==> src/rtl/fetch_queue.sv <==
// Instruction fetch front end: sequential word fetch over a single-outstanding
// req/ack port, buffered with its PC in a small FIFO, drained by valid/ready.
module fetch_queue #(
    parameter int          DEPTH    = 4,
    parameter logic [31:0] RESET_PC = 32'h0000_0000
) (
    input  logic        clk,
    input  logic        rst,
    input  logic        redirect,
    input  logic [31:0] redirect_pc,
    output logic        mem_req,
    output logic [31:0] mem_addr,
    input  logic        mem_ack,
    input  logic [31:0] mem_rdata,
    output logic        inst_valid,
    output logic [31:0] inst_data,
    output logic [31:0] inst_pc,
    input  logic        inst_ready,
    output logic [31:0] pc
);

    localparam int PW = $clog2(DEPTH);
    localparam int CW = PW + 1;
    localparam logic [CW-1:0] DEPTH_C = CW'(DEPTH);

    typedef enum logic [1:0] {
        IDLE = 2'd0,
        REQ  = 2'd1,
        DROP = 2'd2
    } state_e;

    state_e         state_q, state_d;
    logic [31:0]    pc_q, pc_d;
    logic [CW-1:0]  count_q, count_d;
    logic [PW-1:0]  rd_ptr_q, rd_ptr_d;
    logic [PW-1:0]  wr_ptr_q, wr_ptr_d;
    logic [31:0]    data_q [DEPTH];
    logic [31:0]    pcs_q  [DEPTH];
    logic           push;
    logic           pop;

    always_comb begin
        state_d  = state_q;
        pc_d     = pc_q;
        push     = 1'b0;
        pop      = 1'b0;
        count_d  = count_q;
        rd_ptr_d = rd_ptr_q;
        wr_ptr_d = wr_ptr_q;

        case (state_q)
            IDLE: begin
                // Credit check: a slot is reserved before the request goes out.
                if (!redirect && (count_q < DEPTH_C)) state_d = REQ;
            end
            REQ: begin
                if (redirect) begin
                    state_d = mem_ack ? IDLE : DROP;
                end else if (mem_ack) begin
                    push    = 1'b1;
                    pc_d    = pc_q + 32'd4;
                    state_d = IDLE;
                end
            end
            DROP: begin
                if (mem_ack) state_d = IDLE;
            end
            default: state_d = IDLE;
        endcase

        if (redirect) begin
            pc_d     = {redirect_pc[31:2], 2'b00};
            count_d  = '0;
            rd_ptr_d = '0;
            wr_ptr_d = '0;
        end else begin
            pop = (count_q != '0) && inst_ready;
            if (push) wr_ptr_d = wr_ptr_q + PW'(1);
            if (pop)  rd_ptr_d = rd_ptr_q + PW'(1);
            case ({push, pop})
                2'b10:   count_d = count_q + CW'(1);
                2'b01:   count_d = count_q - CW'(1);
                default: count_d = count_q;
            endcase
        end
    end

    always_ff @(posedge clk) begin
        if (rst) begin
            state_q  <= IDLE;
            pc_q     <= RESET_PC;
            count_q  <= '0;
            rd_ptr_q <= '0;
            wr_ptr_q <= '0;
        end else begin
            state_q  <= state_d;
            pc_q     <= pc_d;
            count_q  <= count_d;
            rd_ptr_q <= rd_ptr_d;
            wr_ptr_q <= wr_ptr_d;
        end
    end

    // Storage needs no reset: count gates every read of it.
    always_ff @(posedge clk) begin
        if (push && !rst) begin
            data_q[wr_ptr_q] <= mem_rdata;
            pcs_q[wr_ptr_q]  <= pc_q;
        end
    end

    assign mem_req    = (state_q == REQ);
    assign mem_addr   = pc_q;
    assign pc         = pc_q;
    assign inst_valid = (count_q != '0);
    assign inst_data  = inst_valid ? data_q[rd_ptr_q] : 32'h0;
    assign inst_pc    = inst_valid ? pcs_q[rd_ptr_q]  : 32'h0;

endmodule

==> config.mk <==
export PLATFORM = sky130hd
export DESIGN_NAME = fetch_queue
export DESIGN_NICKNAME = d
export VERILOG_FILES = /design/src/rtl/fetch_queue.sv
export SDC_FILE = /design/constraint.sdc
export NUM_CORES = 1
export LEC_CHECK = 0
export CAP_MARGIN = 15
export CORE_MARGIN = 2
export CORE_UTILIZATION = 30
export DETAILED_ROUTE_END_ITERATION = 7
export SETUP_SLACK_MARGIN = 0.2
export SLEW_MARGIN = 0
export SYNTH_ARGS = -nofsm -noshare
export SYNTH_HDL_FRONTEND = slang
export SYNTH_SLANG_ARGS = --single-unit
==> constraint.sdc <==
create_clock -name clk -period 8.4 [get_ports clk]
set_input_delay 1.68 -clock clk [delete_from_list [all_inputs] [get_ports clk]]
set_output_delay 1.68 -clock clk [all_outputs]
set_load 0.02 [all_outputs]
* Word level (Yosys, flattened, before mapping)
Memories as Yosys holds them, arrays and structs flattened. A register that Yosys moved wholly into a read port is not among the register bits.
Cells that the tools add are included.
** Word-level totals
- Bits in registers :: 41
- Memory bits (writable) :: 256
- Bits of input ports :: 69
- Memories kept :: 2
** Memory list
- data_q :: words 4, width 32, rd ports 1, clocked after Yosys merged registers in 1, wr ports 1, RTL line 37 : logic [31:0] data_q [DEPTH];
- pcs_q :: words 4, width 32, rd ports 1, clocked after Yosys merged registers in 1, wr ports 1, RTL line 38 : logic [31:0] pcs_q [DEPTH];
** Operators by class
- $add $sub $neg :: 5
- $lt $le $gt $ge :: 1
- Eq/ne operators :: 5
- Mux-type cells :: 20
- Reductions and logical operators :: 13
** Operators by type and width (count)
- 32-bit two-way mux :: 5
- 32-bit by 3-bit adder with 32-bit output, second input constant :: 1
- 2-bit two-way mux :: 8
- 2-bit one-hot mux with 3 select lines :: 1
- 3-bit one-hot mux with 2 select lines :: 1
- 2-bit nonzero test :: 3
- 1-bit two-way mux :: 5
- 2-bit by 1-bit adder with 2-bit output, second input constant :: 2
- 2-bit by 1-bit equality test with 1-bit output, second input constant :: 2
- 2-bit equality test, second input constant :: 2
- 2-bit AND reduction :: 2
- 3-bit by 1-bit adder with 3-bit output, second input constant :: 1
- 1-bit logical AND :: 3
- 3-bit less-than comparator, second input constant :: 1
- 3-bit nonzero test :: 1
- 3-bit by 1-bit subtractor with 3-bit output, second input constant :: 1
- 1-bit logical NOT :: 2
- 2-bit logical NOT :: 1
- 2-bit inequality test, second input constant :: 1
- 2-bit OR reduction :: 1

* Logic depth before layout (Yosys ltp)
Gate-level depths: netlist (run 1).
- Depth in word-level cells :: 6
- Mapped depth :: 10
- Mapped depth without buffers :: 8

* Least setup slack after synthesis (run 1)
No wires, ideal clock.
- Path type :: in2reg
- Start :: in redirect
- End :: mem data_q[0][0] (enable)
- Library setup time :: 427 ps
- Arrival time :: 3872 ps
- Data required time :: 7973 ps
- Path slack :: 4101 ps
- Stages on the path :: 4
- Path buffers :: 2
- Cell sequence :: clkbuf_1 clkbuf_1 nor2_1 and3_1
** Between the ends
- Longest elaborated chain between the ends :: 5
** RTL lines
- start, declared :: RTL line 9 : input logic redirect,
- 1-bit two-way mux :: RTL line 57 : if (redirect) begin
- 1-bit two-way mux :: RTL line 51 : case (state_q)
- 1-bit logical AND :: RTL line 106 : if (push && !rst) begin
- 1-bit two-way mux :: RTL line 106
- 1-bit two-way mux (implied by the code) :: RTL line 107 : data_q[wr_ptr_q] <= mem_rdata;
- end, declared :: RTL line 37
No other way between the ends.

==> results of run 1 <==
critical path, stage by stage, from the launching register on:
cell and delay (ns):
sky130_fd_sc_hd__dfxtp_4 0.72, sky130_fd_sc_hd__buf_4 0.73, sky130_fd_sc_hd__mux4_2 0.59, sky130_fd_sc_hd__and2_1 0.19, sky130_fd_sc_hd__clkdlybuf4s50_1 0.54
cells in the final DEF (no fill, tap or decap), types with 7 or more instances in the layout:
cell	n
sky130_fd_sc_hd__nor2_1	36
sky130_fd_sc_hd__or3_1	7
sky130_fd_sc_hd__a311oi_1	11
sky130_fd_sc_hd__nand4_1	10
sky130_fd_sc_hd__nor3_1	8
sky130_fd_sc_hd__clkinv_2	8
sky130_fd_sc_hd__nor4_1	7
sky130_fd_sc_hd__clkdlybuf4s50_1	190
sky130_fd_sc_hd__o21ai_0	8
sky130_fd_sc_hd__buf_4	9
sky130_fd_sc_hd__a211oi_1	10
sky130_fd_sc_hd__xnor2_1	8
sky130_fd_sc_hd__and2_1	66
sky130_fd_sc_hd__mux4_2	62
sky130_fd_sc_hd__edfxtp_1	248
sky130_fd_sc_hd__nand2_1	24
sky130_fd_sc_hd__nand3_1	15
sky130_fd_sc_hd__a21oi_1	8
sky130_fd_sc_hd__dfxtp_1	39
sky130_fd_sc_hd__inv_1	12
sky130_fd_sc_hd__clkbuf_16	31
per-stage QoR:
step	util, %	area [sq um]
global placement	36.0	14300
CTS	38.5	15200
finish	38.5	15200
global route	38.5	15200
detailed placement	36.0	14300
floorplan	-	12000
worst max-delay path by stage:
stage	from	slack, ns	to	cells after the start
after floorplan	redirect	4.10	data_q[0][0]	4
after global placement	register	3.77	inst_pc[29]	4
after detailed placement	register	3.75	inst_pc[29]	4
after CTS	register	3.13	inst_pc[29]	4
after global routing	register	3.06	inst_data[0]	4
final	register	3.33	inst_pc[29]	4
kinds of logic after synthesis:
family	synth area share, %
buffers and inverters	4.09
adder cells (fa/ha/maj)	0.791
flip-flops	68.7
multiplexers	11.6
other	0.0312
AO/OA/AOI/OAI	3.70
AND/OR/NAND/NOR	10.1
XOR/XNOR	0.947
layer usage:
metal  wire length [um]  track usage, %  part of all wire, %
met4                590            3.62                  2.0
met3               1570            2.63                  5.3
met2              14500            23.9                   49
met1              13100            18.7                   44
met5                  0               0                    0
registers in the layout, indices dropped and copies added (netlist names), named ones only:
signal / count
mem_addr: 30
pcs_q: 120
state_q: 2
count_q: 3
rd_ptr_q: 2
wr_ptr_q: 2
data_q: 128
final cells by class:
| cell class | instances | area [sq um] | share of cell area (%) |
|---|---|---|---|
| well taps | 525 | 657 | 4.31 |
| multi-input cells | 361 | 3310 | 21.7 |
| clock buffers | 33 | 783 | 5.14 |
| repair buffers | 199 | 1970 | 12.9 |
| clock inverters | 23 | 208 | 1.36 |
| inverters | 13 | 48.8 | 0.320 |
| flip-flops and latches | 289 | 8280 | 54.3 |
power by group through the flow:
stage	clock network (mW)	logic, mW	registers (mW)
finish	1.33	0.168	1.61
global route	1.42	0.181	1.61
CTS	1.37	0.171	1.61
detailed placement	0	0.169	1.64
global placement	0	0.169	1.64
floorplan	0	0.0768	1.64
==> Flow_metrics.wiki, run 1 <==
{| class="wikitable"
! Metric !! Value
|-
| Worst Setup End Kind || output pin
|-
| Root Buffer Master || sky130_fd_sc_hd__clkbuf_16
|-
| Number of cells on the worst reg-to-reg path || 9
|-
| Setup fix buffers added after clock tree synthesis || 0
|-
| Number of violations of the max-capacitance limit || 0
|-
| Portion of synthesized cell area occupied by the leading cell type || 61.9%
|-
| Cell variety after synth || 53
|-
| ANT nets after route || 0
|-
| Internal Dissipation || 2.43 mW
|-
| Element type at the critical path start || register
|-
| Post-synthesis register bit count || 289
|-
| Initial antenna violation count || 0
|-
| Vias/cell || 4.80
|-
| Drt total wl || 29.7 mm
|-
| Die Ht || 204 um
|-
| Slew Limit Headroom || 29.6%
|-
| Fillers || 3715
|-
| Global route overflow || 0
|-
| Final hold vios || 0
|-
| Peak Freq || 197 MHz
|-
| Worst vdd rail ir drop || 124 uV
|-
| Most instantiated cells after synthesis || sky130_fd_sc_hd__edfxtp_1, sky130_fd_sc_hd__and2_1, sky130_fd_sc_hd__mux4_2
|-
| Die Wd || 204 um
|-
| GRT Overall Usage || 14.1%
|-
| Clock slew at reported path FFs || 0.06 ns
|-
| Count of inserted antenna diode cells || 0
|-
| Static Leak || 4.70 nW
|-
| Combinational share of power || 5.4%
|-
| Dpl hpwl || 17.9 mm
|-
| Slew at the pin with the worst max-slew slack || 1.06 ns
|-
| Area added between synthesis and finish || 26.8%
|-
| Switching Share || 21.9%
|-
| Cell count of the worst hold path || 2
|-
| Worst Hold Path EP || wr_ptr_q[1]
|-
| Final cell count without fillers || 1443
|-
| Post-synthesis instance area || 12000 sq um
|-
| Cell area power density || 204 nW/um^2
|-
| Origin of the critical flop-to-flop path || count_q[2]
|-
| Vias post-DR || 6929
|-
| Worst slack at placement || 3.75 ns
|-
| Critical path class || register to output pin
|-
| Worst Slack Setup Final || 3.33 ns
|-
| Number of cells produced by synthesis || 734
|-
| Clock tree buffer depth || 3
|-
| Cell types with the largest area share after synthesis || sky130_fd_sc_hd__edfxtp_1, sky130_fd_sc_hd__mux4_2, sky130_fd_sc_hd__dfxtp_1
|-
| Number of gates given a new drive strength after cts || 0
|-
| Cell accounting for the most synthesized area || sky130_fd_sc_hd__edfxtp_1
|-
| DRT Pass-1 Iters || 4
|-
| Result of the run || finished clean
|-
| Reg2Reg Setup Slack || 5.50 ns
|-
| Clock sinks || 289
|-
| Worst Skew || 0.0183 ns
|-
| Endpoint required time on the critical path || 6.72 ns
|-
| Post-synthesis sequential area ratio || 68.7%
|-
| I/O pin total || 199
|-
| IO Port Bufs || 190
|-
| Most common cell in the netlist || sky130_fd_sc_hd__edfxtp_1
|-
| Net count of the finished layout || 971
|-
| Via count of the first global-routing pass || 7114
|-
| Mean cell area of the mapped netlist || 16.4 sq um
|-
| Hold Worst Slack || 0.499 ns
|-
| Fin crit period || 5.07 ns
|-
| Share of synthesized flip-flops with an asynchronous set or reset || 0%
|-
| Instance count after placement with tap cells included || 1387
|-
| First-pass GRT wire length || 44.3 mm
|-
| Initial standard-cell utilization of the core || 30.3%
|-
| Residual DRC count || 0
|-
| Clock network latency to the later pin of the worst-skew pair || 0.56 ns
|-
| TritonCTS Buffers || 31
|-
| Total power of the final layout || 3.10 mW
|-
| Die outline area || 41700 sq um
|-
| Sw power || 679 uW
|-
| Level count of the clock H-tree || 1
|-
| Relative contribution of sequential cells to total power || 51.9%
|-
| Hold-fix buffers at CTS || 0
|-
| Unrepaired setup endpoints after global routing || false
|-
| Beginning of the worst hold path || wr_ptr_q[1]
|-
| CP arrival || 3.39 ns
|-
| Crit share post-route || 60.3%
|-
| Count of flip-flops with a built-in enable after synthesis || 248
|-
| Largest net degree at the start of global routing || 63
|-
| TritonCTS clock tree || yes
|-
| Number of warnings issued by yosys || 0
|-
| Final setup violation count || 0
|-
| Fraction of layout instances using a drive strength above 1 || 14.7%
|-
| Site row count || 73
|-
| Path class of the lowest-slack min-delay path || register to register
|-
| Number of pins exceeding their max-slew limit in the final report || 0
|-
| Gp weighted congestion || 0.790
|-
| CP Max Fanout || 37
|-
| Clock share of power || 42.7%
|-
| Placeable core region || 39600 sq um
|-
| Dominant synthesized flop cell || sky130_fd_sc_hd__edfxtp_1
|-
| Capturing point of the worst reg2reg path || count_q[2]
|-
| DRC marker count from the first detailed-route iteration || 393
|-
| Setup TNS Final || 0 ns
|-
| Avg WL per Cell || 20.6 um
|}
Note: power is estimated with default switching activity, not from simulation.
==> inputs of run 2 (changes only) <==
- clock period: 8.4 -> 4.3 ns (I/O delays scaled with it)
==> Flow_metrics.wiki, run 2 (synthesis gave the netlist of run 1 again) <==
{| class="wikitable"
! Metric !! Value
|-
| Area added between synthesis and finish || 28.5%
|-
| Element type at the critical path start || register
|-
| Worst slack at placement || 1.04 ns (-2.71 ns)
|-
| Avg WL per Cell || 20.4 um (-1.0%)
|-
| Final non-filler cell area || 15500 sq um (+1.3%)
|-
| Crit share post-route || 86.0%
|-
| Slew at the pin with the worst max-slew slack || 0.874 ns (-0.182 ns)
|-
| Residual DRC count || 0 (unchanged)
|-
| Clock sinks || 289 (unchanged)
|-
| TritonCTS clock tree || yes
|-
| Flip-flop count of the largest register after layout || 128 (unchanged)
|-
| Number of violations of the max-capacitance limit || 0 (unchanged)
|-
| IO Port Bufs || 190 (unchanged)
|-
| Die outline area || 41700 sq um (unchanged)
|-
| Cell with the largest stage delay on the worst path || sky130_fd_sc_hd__dfxtp_4
|-
| Number of gates given a new drive strength after cts || 0 (unchanged)
|-
| Reg2Reg Setup Slack || 1.63 ns (-3.87 ns)
|-
| First-pass GRT wire length || 44.3 mm (about the same)
|-
| Instance count after placement with tap cells included || 1402 (+1.1%)
|-
| DRT Pass-1 Iters || 5 (+1)
|-
| Net count of the finished layout || 989 (+1.9%)
|-
| Die Wd || 204 um (unchanged)
|-
| Initial standard-cell utilization of the core || 30.3% (unchanged)
|-
| Footprint of the multi-input gates || 3310 sq um (unchanged)
|-
| Worst vdd rail ir drop || 180 uV (+45%)
|-
| Clock tree buffer depth || 3 (unchanged)
|-
| Register name with the most flops || data_q
|-
| Path class of the lowest-slack min-delay path || register to register
|-
| Fin crit period || 3.70 ns
|-
| Area of all sequential standard cells || 8280 sq um (unchanged)
|-
| Via count of the first global-routing pass || 6956 (-2.2%)
|-
| Hold-fix buffers at CTS || 0 (unchanged)
|-
| Setup fix buffers added after clock tree synthesis || 0 (unchanged)
|-
| TritonCTS Buffers || 34 (+9.7%)
|-
| Final hold vios || 0 (unchanged)
|-
| Worst Setup End Kind || output pin
|-
| Endpoint required time on the critical path || 3.44 ns (-3.28 ns)
|-
| Unrepaired setup endpoints after global routing || false
|-
| Clock network latency to the later pin of the worst-skew pair || 0.50 ns (-0.06 ns)
|-
| Most used cells in the layout excluding fill and tap cells || sky130_fd_sc_hd__edfxtp_1, sky130_fd_sc_hd__clkdlybuf4s50_1, sky130_fd_sc_hd__and2_1
|-
| Final setup violation count || 0 (unchanged)
|-
| Initial antenna violation count || 0 (unchanged)
|-
| CP Max Fanout || 24 (-35%)
|-
| Drt total wl || 29.7 mm (+0.14%)
|-
| Critical path's largest stage delay || 0.73 ns (about the same)
|-
| Number of pins exceeding their max-slew limit in the final report || 0 (unchanged)
|-
| Final cell count without fillers || 1460 (+1.2%)
|-
| Final core area utilization || 39.0% (+0.51 points)
|-
| Peak Freq || 270 MHz
|-
| Fraction of layout instances using a drive strength above 1 || 15.6% (+0.91 points)
|-
| Placeable core region || 39600 sq um (unchanged)
|-
| Level count of the clock H-tree || 2 (+1)
|-
| Critical path class || register to output pin
|-
| Slew Limit Headroom || 41.3% (+12 points)
|-
| Root Buffer Master || sky130_fd_sc_hd__clkbuf_16
|-
| CP arrival || 2.84 ns (-0.55 ns)
|-
| Worst Slack Setup Final || 0.603 ns (-2.73 ns)
|-
| Vias post-DR || 6979 (+0.72%)
|-
| Cell area power density || 400 nW/um^2 (+97%)
|-
| I/O pin total || 199 (unchanged)
|-
| Global route overflow || 0 (unchanged)
|-
| Hold Worst Slack || 0.501 ns (+0.00225 ns)
|-
| Dpl hpwl || 18.9 mm (+5.9%)
|-
| Cell-by-cell listing of the critical path || buf_4 -> mux4_2 -> and2_1 -> clkdlybuf4s50_1
|-
| Vias/cell || 4.78 (-0.45%)
|-
| Result of the run || finished clean
|-
| Gp weighted congestion || 0.771 (-2.5%)
|-
| Static Leak || 4.82 nW (+2.4%)
|-
| Total power of the final layout || 6.19 mW (+99%)
|-
| GRT Overall Usage || 14.2% (+0.099 points)
|-
| Setup TNS Final || 0 ns (unchanged)
|-
| Site row count || 73 (unchanged)
|-
| Most frequent standard cell in the layout excluding fill and tap cells || sky130_fd_sc_hd__edfxtp_1
|-
| Clock slew at reported path FFs || 0.06 ns (about the same)
|-
| Die Ht || 204 um (unchanged)
|-
| ANT nets after route || 0 (unchanged)
|-
| Count of inserted antenna diode cells || 0 (unchanged)
|-
| Gate family responsible for the most delay along the worst path || buffers and inverters
|-
| Worst Skew || 0.0167 ns (-0.00161 ns)
|-
| Placed Area || 14400 sq um (+1.1%)
|-
| Largest net degree at the start of global routing || 44 (-30%)
|-
| Fillers || 3729 (+0.38%)
|-
| Crit path buf inv count || 2 (unchanged)
|-
| DRC marker count from the first detailed-route iteration || 463 (+18%)
|}
## run 2: cell types whose count changed in the layout (fill, tap and decap cells not counted), moves of 3 or more
| cell | previous run | this run |
|---|---|---|
| sky130_fd_sc_hd__clkbuf_16 | 31 | 35 |
| sky130_fd_sc_hd__buf_12 | 0 | 3 |
| sky130_fd_sc_hd__clkinv_1 | 5 | 9 |
| sky130_fd_sc_hd__clkinv_2 | 8 | 3 |
| sky130_fd_sc_hd__buf_4 | 9 | 21 |
## run 2: final timing paths
path,start,end,depth (start not counted)
max,register,inst_data[6],4
min,wr_ptr_q[1],wr_ptr_q[1],2
max reg2reg,mem_addr[5],mem_addr[23],4
min reg2reg,wr_ptr_q[1],wr_ptr_q[1],2
## run 2: per-layer routing
| layer | vias to the layer above | track usage (%) | share of wire [%] |
|---|---|---|---|
| li1 | 3189 | - | - |
| met1 | 3537 | 19.3 | 44 |
| met2 | 212 | 23.2 | 49 |
| met3 | 41 | 2.79 | 5.1 |
| met4 | 0 | 4.22 | 2.1 |
| met5 | - | 0 | 0 |
## run 2: cell type report
class	count	share of cell area, %
flip-flops and latches	289	53.6
multi-input cells	361	21.4
repair buffers	214	13.7
clock buffers	39	5.77
well taps	525	4.25
clock inverters	19	0.988
inverters	13	0.316
## run 2: power breakdown
| group | switching, mW | internal (mW) |
|---|---|---|
| sequential | 0.0715 | 3.07 |
| clock | 1.10 | 1.60 |
| combinational | 0.165 | 0.169 |
## run 2: tightest hold or removal path: cells and delay by family, from the launching register on
kind / cells / cell delay [ns]
AO/OA/AOI/OAI: 1 / 0.05
flip-flops: 1 / 0.34
AND/OR/NAND/NOR: 1 / 0.06
